<file path="src/rtl/cdb_fifo_arbiter_if.sv">
// cdb_fifo_arbiter_if: push, FIFO and CDB-consumer signal bundle for cdb_fifo_arbiter
interface cdb_fifo_arbiter_if #(
    parameter int NREQ      = 4,
    parameter int DATA0SIZE = 32,
    parameter int DATA1SIZE = 8
);
    localparam int GW = $clog2(NREQ);
    logic [NREQ-1:0]           i_req;
    logic [NREQ*DATA0SIZE-1:0] i_req_data0;
    logic [NREQ*DATA1SIZE-1:0] i_req_data1;
    logic [NREQ-1:0]           o_req_ack;
    logic [GW-1:0]             o_grant_idx;
    logic                      o_fifo_wrt_en;
    logic [DATA0SIZE-1:0]      o_fifo_data0;
    logic [DATA1SIZE-1:0]      o_fifo_data1;
    logic                      i_fifo_full;
    logic                      i_fifo_empty;
    logic                      o_fifo_rd_en;
    logic [DATA0SIZE-1:0]      i_fifo_data0;
    logic [DATA1SIZE-1:0]      i_fifo_data1;
    logic                      o_cons_valid;
    logic                      i_cons_ready;
    logic [DATA0SIZE-1:0]      o_cons_data0;
    logic [DATA1SIZE-1:0]      o_cons_data1;
    logic                      i_flush;
    logic                      o_flush_busy;

    modport slave (
        input  i_req, i_req_data0, i_req_data1, i_fifo_full, i_fifo_empty,
               i_fifo_data0, i_fifo_data1, i_cons_ready, i_flush,
        output o_req_ack, o_grant_idx, o_fifo_wrt_en, o_fifo_data0, o_fifo_data1,
               o_fifo_rd_en, o_cons_valid, o_cons_data0, o_cons_data1, o_flush_busy
    );

    modport master (
        output i_req, i_req_data0, i_req_data1, i_fifo_full, i_fifo_empty,
               i_fifo_data0, i_fifo_data1, i_cons_ready, i_flush,
        input  o_req_ack, o_grant_idx, o_fifo_wrt_en, o_fifo_data0, o_fifo_data1,
               o_fifo_rd_en, o_cons_valid, o_cons_data0, o_cons_data1, o_flush_busy
    );
endinterface

</file>
<file path="src/rtl/cdb_fifo_arbiter.sv">
// cdb_fifo_arbiter: round-robin push arbiter, CDB drain and flush sequencer for the shared result FIFO
module cdb_fifo_arbiter #(
    parameter int NREQ      = 4,
    parameter int DATA0SIZE = 32,
    parameter int DATA1SIZE = 8
) (
    input logic              clk,
    input logic              rstn,
    cdb_fifo_arbiter_if.slave bus
);
    localparam int GW = $clog2(NREQ);
    localparam logic [0:0] RUN   = 1'b0;
    localparam logic [0:0] FLUSH = 1'b1;

    logic [0:0]    state, state_nxt;
    logic [GW-1:0] rr_ptr, grant;
    logic          found, run, flushing, push;

    always_comb begin
        logic [GW:0]   sum;
        logic [GW-1:0] cand;
        sum   = '0;
        cand  = '0;
        grant = '0;
        found = 1'b0;
        for (int i = 0; i < NREQ; i++) begin
            sum  = {1'b0, rr_ptr} + (GW+1)'(i);
            cand = sum >= (GW+1)'(NREQ) ? GW'(sum - (GW+1)'(NREQ)) : GW'(sum);
            if (!found && bus.i_req[cand]) begin
                found = 1'b1;
                grant = cand;
            end
        end
    end

    // Outputs are gated by rstn so nothing is acked or popped while reset is held.
    assign run      = rstn && state == RUN;
    assign flushing = rstn && state == FLUSH;
    assign push     = run && !bus.i_flush && !bus.i_fifo_full && found;

    assign bus.o_fifo_wrt_en = push;
    assign bus.o_req_ack     = push ? NREQ'(1) << grant : '0;
    assign bus.o_grant_idx   = push ? grant : '0;
    assign bus.o_fifo_data0  = push ? bus.i_req_data0[grant*DATA0SIZE +: DATA0SIZE] : '0;
    assign bus.o_fifo_data1  = push ? bus.i_req_data1[grant*DATA1SIZE +: DATA1SIZE] : '0;

    assign bus.o_cons_valid  = run && !bus.i_fifo_empty;
    assign bus.o_cons_data0  = bus.o_cons_valid ? bus.i_fifo_data0 : '0;
    assign bus.o_cons_data1  = bus.o_cons_valid ? bus.i_fifo_data1 : '0;
    assign bus.o_fifo_rd_en  = run ? bus.o_cons_valid && bus.i_cons_ready : flushing && !bus.i_fifo_empty;
    assign bus.o_flush_busy  = flushing;

    assign state_nxt = state == RUN ? (bus.i_flush ? FLUSH : RUN)
                                    : (!bus.i_flush && bus.i_fifo_empty ? RUN : FLUSH);

    always_ff @(posedge clk or negedge rstn) begin
        if (!rstn) begin
            state  <= RUN;
            rr_ptr <= '0;
        end else begin
            state <= state_nxt;
            if (push)
                rr_ptr <= grant == GW'(NREQ-1) ? '0 : grant + 1'b1;
        end
    end
endmodule

</file>
<file path="src/flat_wrapper.sv">
// flat-port wrapper written by rule: the top's interface ports become plain ports
module cdb_fifo_arbiter_flat 
#(
    parameter int NREQ      = 4,
    parameter int DATA0SIZE = 32,
    parameter int DATA1SIZE = 8
)
  (clk, rstn, bus_i_req, bus_i_req_data0, bus_i_req_data1, bus_i_fifo_full, bus_i_fifo_empty, bus_i_fifo_data0, bus_i_fifo_data1, bus_i_cons_ready, bus_i_flush, bus_o_req_ack, bus_o_grant_idx, bus_o_fifo_wrt_en, bus_o_fifo_data0, bus_o_fifo_data1, bus_o_fifo_rd_en, bus_o_cons_valid, bus_o_cons_data0, bus_o_cons_data1, bus_o_flush_busy);
  cdb_fifo_arbiter_if #(.NREQ(NREQ), .DATA0SIZE(DATA0SIZE), .DATA1SIZE(DATA1SIZE)) bus_i ();
  input logic clk;
  input logic rstn;
  input wire logic [$bits(bus_i.i_req)-1:0] bus_i_req;
  input wire logic [$bits(bus_i.i_req_data0)-1:0] bus_i_req_data0;
  input wire logic [$bits(bus_i.i_req_data1)-1:0] bus_i_req_data1;
  input wire logic [$bits(bus_i.i_fifo_full)-1:0] bus_i_fifo_full;
  input wire logic [$bits(bus_i.i_fifo_empty)-1:0] bus_i_fifo_empty;
  input wire logic [$bits(bus_i.i_fifo_data0)-1:0] bus_i_fifo_data0;
  input wire logic [$bits(bus_i.i_fifo_data1)-1:0] bus_i_fifo_data1;
  input wire logic [$bits(bus_i.i_cons_ready)-1:0] bus_i_cons_ready;
  input wire logic [$bits(bus_i.i_flush)-1:0] bus_i_flush;
  output wire logic [$bits(bus_i.o_req_ack)-1:0] bus_o_req_ack;
  output wire logic [$bits(bus_i.o_grant_idx)-1:0] bus_o_grant_idx;
  output wire logic [$bits(bus_i.o_fifo_wrt_en)-1:0] bus_o_fifo_wrt_en;
  output wire logic [$bits(bus_i.o_fifo_data0)-1:0] bus_o_fifo_data0;
  output wire logic [$bits(bus_i.o_fifo_data1)-1:0] bus_o_fifo_data1;
  output wire logic [$bits(bus_i.o_fifo_rd_en)-1:0] bus_o_fifo_rd_en;
  output wire logic [$bits(bus_i.o_cons_valid)-1:0] bus_o_cons_valid;
  output wire logic [$bits(bus_i.o_cons_data0)-1:0] bus_o_cons_data0;
  output wire logic [$bits(bus_i.o_cons_data1)-1:0] bus_o_cons_data1;
  output wire logic [$bits(bus_i.o_flush_busy)-1:0] bus_o_flush_busy;
  assign bus_i.i_req = bus_i_req;
  assign bus_i.i_req_data0 = bus_i_req_data0;
  assign bus_i.i_req_data1 = bus_i_req_data1;
  assign bus_i.i_fifo_full = bus_i_fifo_full;
  assign bus_i.i_fifo_empty = bus_i_fifo_empty;
  assign bus_i.i_fifo_data0 = bus_i_fifo_data0;
  assign bus_i.i_fifo_data1 = bus_i_fifo_data1;
  assign bus_i.i_cons_ready = bus_i_cons_ready;
  assign bus_i.i_flush = bus_i_flush;
  assign bus_o_req_ack = bus_i.o_req_ack;
  assign bus_o_grant_idx = bus_i.o_grant_idx;
  assign bus_o_fifo_wrt_en = bus_i.o_fifo_wrt_en;
  assign bus_o_fifo_data0 = bus_i.o_fifo_data0;
  assign bus_o_fifo_data1 = bus_i.o_fifo_data1;
  assign bus_o_fifo_rd_en = bus_i.o_fifo_rd_en;
  assign bus_o_cons_valid = bus_i.o_cons_valid;
  assign bus_o_cons_data0 = bus_i.o_cons_data0;
  assign bus_o_cons_data1 = bus_i.o_cons_data1;
  assign bus_o_flush_busy = bus_i.o_flush_busy;
  cdb_fifo_arbiter #(.NREQ(NREQ), .DATA0SIZE(DATA0SIZE), .DATA1SIZE(DATA1SIZE)) u_core (.clk(clk), .rstn(rstn), .bus(bus_i));
endmodule
</file>
<file path="config.mk">
export PLATFORM = sky130hd
export DESIGN_NAME = cdb_fifo_arbiter_flat
export DESIGN_NICKNAME = d
export VERILOG_FILES = /design/src/rtl/cdb_fifo_arbiter_if.sv /design/src/rtl/cdb_fifo_arbiter.sv /design/src/flat_wrapper.sv
export SDC_FILE = /design/constraint.sdc
export NUM_CORES = 1
export LEC_CHECK = 0
export CAP_MARGIN = 20
export CORE_AREA = 2 2 117 119
export CTS_CLUSTER_DIAMETER = 200
export DETAILED_ROUTE_END_ITERATION = 6
export DIE_AREA = 0 0 119 121
export PLACE_DENSITY_LB_ADDON = 0.3
export SLEW_MARGIN = 0
export SYNTH_ARGS = -nofsm -noshare
export SYNTH_HDL_FRONTEND = slang
export SYNTH_SLANG_ARGS = --single-unit
</file>
<file path="constraint.sdc">
create_clock -name clk -period 2 [get_ports clk]
set_input_delay 0.3 -clock clk [delete_from_list [all_inputs] [get_ports clk]]
set_output_delay 0.3 -clock clk [all_outputs]
set_load 0.01 [all_outputs]
</file>
==> run metrics <==
drt wl/cell roughly 17 um; total CTS buffers 3; DR vias/cell approximately 4.2; CP Max Fanout 10; register area share after synthesis 4.23%; CTS tree done; first-pass GRT wire length 17700 um; XOR/XNOR Fraction of Synth Area 0%; Post-Synthesis Cells 226; Syn. warnings 0; vias in the first global route 3319; io pins 300; RSZ-0062 raised after global routing true; Setup TNS Final -14.71 ns; Yosys cell types 24; Post-Synth Simple-Gate Area 21.8%; CTS Buffer Depth 2; # DRC 0; share of layout cells above drive strength 1 35.3%; run status finished with violations; compound-gate portion of the synthesized area between 10% and 20%; Mapped Avg Cell Area between 7 and 8 sq um; CTS Root Cell clkbuf_16; hold crit path type in -> async; die area 14400 sq um; pin count of the biggest net entering global routing 22; DR pass1 iterations 4; maxcap violations 0; leakage between 2 and 3 nW; worst slack, placed -0.914 ns; placer congestion estimate 0.840; via count 3177; Area contributors post-synth mux2i_1 45%, and2_1 14%, o22ai_1 14%; Worst Setup End Kind output port; syn_nets 440; sw power 1.02 mW; failing checks negative setup slack; Final min period approximately 2.4 ns; cell taking the most area after synthesis mux2i_1; Clock Power Share 11.0%; DR iter-0 viols 54; worst vdd ir around 220 uV; Worst Tran Pin Value 0.206 ns; Core Box Area approximately 13000 sq um; setup clock skew after layout 0.000673 ns; Flop pwr share 3.5%; internal power 1.92 mW; setup ws final -0.378 ns; largest family of logic cells by synthesized area multiplexers; initial antenna violation count 0; Sink Count 3; post-DP HPWL about 8300 um; Crit Path Class reg -> out; Rel. slew slack between 80% and 90%; mux cell area share after synthesis 45.1%; GR Util All Layers 15.7%; Starting Density around 14%; Routed WL 13100 um; worst skew pair latency about 0.23 ns; CTS Hold Bufs 0; H-tree depth 1; Achievable Freq 420 MHz; final slew viol count 0; final hold viol count 0; Clock transition at path regs 0.03 ns; IO buf count 299; fraction of power spent switching nets 34.7%; Worst setup SP type register; Nets 787; Worst EP arrival 2.08 ns; count of state elements after synthesis 3; Diodes inserted 0; area grow syn2layout 245%; Non-Filler Instances 748; site row count between 40 and 50; share of the synthesized area in the top cell type 45.1%; worst path required time 1.70 ns; Pwr Density 480 nW/um^2; Comb power frac 85.5%; die height between 100 and 150 um; antenna-violating nets left 0; final setup fails 47; adder-cell share of the synthesized area about 2.8%; Die Wd 119 um; Placed Cells approximately 710; GR Overflow Total 0; synthesized area ~1800 sq um; fin crit share 119%
==> flip-flops by register name, indices dropped and copies added (netlist names) <==
name           flops
u_core.state       1
u_core.rr_ptr      2
==> cell families after synthesis <==
kind of cell,after synthesis
buffers and inverters,27
adders and majority gates,4
AOI/OAI and AO/OA,48
and+or+nand+nor,64
muxes,80
DFF,3
==> cell usage after synthesis <==
master and count:
a21o_1 1, a21o_2 1, a21oi_2 1, a221oi_1 1, and2_1 40, and2_2 6
buf_2 9, buf_6 5, clkbuf_1 8, dfrtp_1 3, ha_1 4, inv_1 5
mux2i_1 80, nand2_1 5, nand2_4 1, nand2b_1 1, nand3_1 2, nor2_1 6
nor2b_1 2, o211a_2 1, o21a_1 1, o21ai_0 2, o22ai_1 40, or4b_1 1
==> metrics by stage <==
stage	power (mW)	instance area [sq um]	hold WS, ns	utilization, %
2_1_floorplan	0.857	1770	0.00441	-
3_3_place_gp	1.60	5140	0.580	39.3
3_5_place_dp	1.61	5140	0.589	39.3
4_1_cts	2.75	5860	0.117	44.8
5_1_grt	3.08	6120	0.137	46.8
6_report	2.94	6120	0.115	46.8
==> layout make-up <==
class,instances,area (sq um)
inverters,5,38.8
fillers,1246,6960
well taps,176,220
multi-input cells,196,1980
flip-flops and latches,3,76.3
repair buffers,364,3720
clock buffers,4,78.8
==> power by group through the flow <==
stage	sequential [mW]	clock, mW	combinational, mW
CTS	0.101	0.324	2.33
global route	0.106	0.334	2.64
floorplan	0.0928	0	0.764
global placement	0.0937	0	1.51
detailed placement	0.0942	0	1.52
finish	0.104	0.323	2.51
==> path summary, 6_finish.rpt <==
| kind | start | end | slack, ns | cells after the start |
|---|---|---|---|---|
| worst min-delay path | rstn | u_core.state | 0.12 | 2 |
| worst max-delay path | u_core.rr_ptr[1] | bus_o_fifo_data0[10] | -0.38 | 9 |
| max in group asynchronous | rstn | u_core.rr_ptr[1] | 1.77 | 2 |
| worst max register to register | u_core.rr_ptr[1] | u_core.rr_ptr[1] | -0.22 | 17 |
| worst min register to register | u_core.state | u_core.state | 0.63 | 2 |
| min in group clk | bus_i_flush | u_core.state | 0.43 | 2 |
==> routing by layer <==
layer | vias up | global-route usage, % | wire, um
met5 | - | 0 | 0
met4 | 0 | 3.79 | 293
met3 | 25 | 2.35 | 869
met2 | 146 | 31.5 | 7080
met1 | 1473 | 16.9 | 4830
li1 | 1533 | - | -
==> layout by cell type, fill, tap and decap left out, drive strengths merged, types with 2 or more instances in the layout <==
cell           count
o22ai             40
buf              107
nor2b              2
clkbuf            12
clkdlybuf4s15     11
nor2               6
o21ai              2
a21o               2
clkdlybuf4s50    204
dfrtp              3
dlygate4sd2       34
ha                 4
nand3              2
inv                3
clkinv             2
and2              46
mux2i             80
nand2              6
==> critical path, cell delays in order (launching register included) <==
cell	delay [ns]
dfrtp_2	0.40
inv_2	0.06
a221oi_2	0.30
buf_4	0.17
nand3_4	0.11
buf_12	0.18
buf_16	0.16
mux2i_2	0.22
o22ai_2	0.10
buf_2	0.15
==> what timing repair did <==
item | CTS | global route
gates cloned | 11 | 7
pin swaps | 8 | 16
setup buffers | 26 | 8
endpoints found under the setup margin | 90 | 65
resized for setup | 361 | 50
(Power assumes the default switching activity.)
